## config.mk

```make
export PLATFORM = sky130hd
export DESIGN_NAME = sync_updown
export DESIGN_NICKNAME = d
export VERILOG_FILES = /design/src/rtl/sync_updown.sv
export SDC_FILE = /design/constraint.sdc
export NUM_CORES = 1
export LEC_CHECK = 0
export CELL_PAD_IN_SITES_DETAIL_PLACEMENT = 0
export CELL_PAD_IN_SITES_GLOBAL_PLACEMENT = 1
export CORE_AREA = 2 2 39 41
export CTS_CLUSTER_SIZE = 16
export DETAILED_ROUTE_END_ITERATION = 6
export DIE_AREA = 0 0 41 43
export MAX_ROUTING_LAYER = met4
export PLACE_DENSITY_LB_ADDON = 0.3
export SLEW_MARGIN = 20
export SYNTH_ARGS = -nofsm -noshare
export SYNTH_HDL_FRONTEND = slang
export SYNTH_SLANG_ARGS = --single-unit
```

## constraint.sdc

```tcl
create_clock -name clk -period 2.5 [get_ports clk]
set_input_delay 0.5 -clock clk [delete_from_list [all_inputs] [get_ports clk]]
set_output_delay 0.5 -clock clk [all_outputs]
set_load 0.01 [all_outputs]
```

## src/rtl/sync_updown.sv

```systemverilog
// Free-running binary up/down counter, modulo 2^WIDTH, with an asynchronous
// active-low reset. The count register drives the output directly.

module sync_updown #(
  parameter int WIDTH = 4
) (
  input  logic             clk,
  input  logic             rst,
  input  logic             up_down,
  output logic [WIDTH-1:0] counter
);

  // Natural WIDTH-bit overflow gives the wrap in both directions
  always_ff @(posedge clk or negedge rst) begin
    if (!rst) begin
      counter <= '0;
    end else if (up_down) begin
      counter <= counter + WIDTH'(1);
    end else begin
      counter <= counter - WIDTH'(1);
    end
  end

endmodule

```

==> summary.txt <==
Global routing
  • Vias in the first global route: about 140
  • GRT Residual Overflow: 0
  • Largest net degree at the start of global routing: 5
  • First-pass GRT wire length: 524 µm
  • Tot GR Track Use: 0.0568
  • Initial antenna violation count: 0

Floorplan
  • Die area: 0.00176 mm²
  • Die X: 41 µm
  • Core area: 0.00138 mm²
  • Die height: ~43 µm
  • Row count: 14
  • Top Ports: 7
  • Initial Utilization: 0.141

Layout
  • Largest register FFs: 4
  • Layout cells sized above 1: 0.174
  • Cell Count, Final, Fillers Out: 39
  • Cell area after layout: 298 µm²
  • Biggest register: counter
  • Layout area overhead: 52.6%
  • N_diodes: 0
  • Fin nets: 31
  • # fillers: 148
  • Top flop regs: counter (4)
  • Core Util, Final: 0.215

STA
  • Setup_tns: 0 ps
  • Crit share post-route: 0.673
  • Slew margin rel.: 0.871
  • Final Setup Violations: 0
  • Slew Limit Fails: 0
  • F_max: 594 MHz
  • Endpoints failing hold: 0
  • Minimum clock period: 1680 ps
  • RSZ-0062 raised after global routing: no
  • Worst-margin pin slew: 192 ps
  • Setup ws final: 818 ps
  • Hold WS: around 470 ps
  • Skew final: 3.64 ps

Placement
  • Routability congestion estimate: 0.645
  • Dpl ws: roughly 560 ps
  • Placed Instances: 36
  • IO buf count: 6
  • Placed cell areas: between 200 and 300 µm²

Setup path
  • CP max FO: 4
  • Worst Path Buf+Inv: 1
  • Setup CP Type: reg2out
  • CP top delay family: buffers and inverters
  • Crit-path cells: clkdlybuf4s50_1
  • WP data required: ~2000 ps
  • WP data arrival: 1180 ps
  • Worst path max stage delay: 560 ps
  • Worst Setup Start Kind: register
  • Critical path endpoint category: output pin
  • Slowest cell on crit path: clkdlybuf4s50_1

Synthesis
  • Top cells by instance count after synthesis: dfrtp_1 (4), ha_1 (2), inv_1 (2), xnor2_1 (2)
  • Main combinational cell family by area after synthesis: adder cells
  • Sequential area share after synthesis: 0.513
  • Syn Inst Count: 14
  • Compound-Gate Fraction of Synth Area: 0.0833
  • Synth cell types: 8
  • Syn nets: 20
  • Synth Flop Type: dfrtp_1
  • Yosys warning total: 0
  • Synth area leader: dfrtp_1
  • Synthesized cell area: 195 µm²
  • Syn_area_per_cell: 13.9 µm²
  • Xor and xnor area share after synthesis: 0.135
  • Largest cells by area after synthesis: dfrtp_1 (51%), ha_1 (13%), fa_1 (10%), xnor2_1 (9.0%), a21oi_2 (4.5%)
  • Post-synth EDFFs: 0
  • Most frequent cell after synthesis: dfrtp_1
  • Simple-gate share of the synthesized area: 0
  • Post-Synth Adder-Cell Area: 0.231
  • Mux cell area share after synthesis: 0
  • Share of the synthesized area in the top cell type: 0.513
  • Yosys reg bits: 4
  • Async S/R FF share, synth: 1.00

Clock tree
  • Clk sinks: 4
  • Total CTS buffers: 3
  • Post-CTS setup buffers: 0
  • Longest Clk Path Bufs: 2
  • CTS tree: yes
  • Clk_lat worst skew: 230 ps
  • CTS-repair resized insts: 0
  • Clock transition at the registers of the reported paths: 40 ps
  • H-tree level count: 1
  • Clock root buffer master: clkbuf_4
  • Post-CTS Hold Buffers: 0

Routing
  • Iter 0 DRT Violations: 0
  • DRT antenna net count: 0
  • Routed WL: 318 µm
  • Drt pass-1 iters: 1
  • Via count: 123
  • DRC viols: 0
  • Routed len/inst: between 8 and 9 µm
  • Vias/cell: 3.15

Worst hold path
  • Worst min path class: in2async

Power and ir drop
  • Tot Pwr: 343 µW
  • Lkg Pwr: approximately 0.13 nW
  • Power per Cell Area: ~1200 mW/mm²
  • Maximum vdd ir drop: 0.235 mV

Outcome
  • Status: finished, final reports clean

Flow run
  • Max-cap viol count: 0
[routing by layer]
metal  GRT usage  up-vias  part of all wire
met3      0.0314        0             0.019
met4       0.100        0                 0
met5           -        -                 0
met2      0.0625        1              0.59
met1      0.0456       59              0.39
li1            -       63                 -
[placed cells by master, fill, tap and decap left out]
master / Yosys / routed
xor2_1: 1 / 1
dfrtp_1: 4 / 4
a21oi_2: 1 / 1
inv_1: 2 / 2
clkbuf_4: 0 / 3
ha_1: 2 / 2
xnor2_1: 2 / 2
clkdlybuf4s50_1: 0 / 6
fa_1: 1 / 1
a21o_1: 1 / 1
[worst paths after layout]
| path | startpoint | end | slack (ps) | depth (start not counted) |
|---|---|---|---|---|
| max reg2reg | counter[1]$_DFF_PN0_ | counter[3]$_DFF_PN0_ | 1300 | 4 |
| max | counter[0]$_DFF_PN0_ | counter[0] | 820 | 1 |
| min reg2reg | counter[0]$_DFF_PN0_ | counter[0]$_DFF_PN0_ | 500 | 1 |
| min | rst | counter[2]$_DFF_PN0_ | 470 | 1 |
| min in group clk | counter[0]$_DFF_PN0_ | counter[0]$_DFF_PN0_ | 500 | 1 |
| max in group asynchronous | rst | counter[1]$_DFF_PN0_ | 1850 | 1 |
[area by class of cell]
| cell class | instances | area, µm² | share of cell area |
|---|---|---|---|
| tap | 16 | 20.0 | 0.0672 |
| timing repair buffer | 6 | 60.1 | 0.202 |
| inverter | 2 | 7.51 | 0.0252 |
| multi-input combinational | 8 | 87.6 | 0.294 |
| clock buffer | 3 | 22.5 | 0.0756 |
| sequential | 4 | 100 | 0.336 |
[kinds of logic after synthesis]
family	count (synthesis)
flip-flops	4
XOR/XNOR	3
adder cells (fa/ha/maj)	3
AO/OA/AOI/OAI	2
buffers and inverters	2
[power breakdown]
group / internal [mW] / switching, mW / total (mW)
Sequential: 0.0922 / 0.0182 / 0.110
Clock: 0.0536 / 0.0249 / 0.0785
Combinational: 0.0934 / 0.0602 / 0.154
No activity file was read; power rests on OpenSTA's default activity.
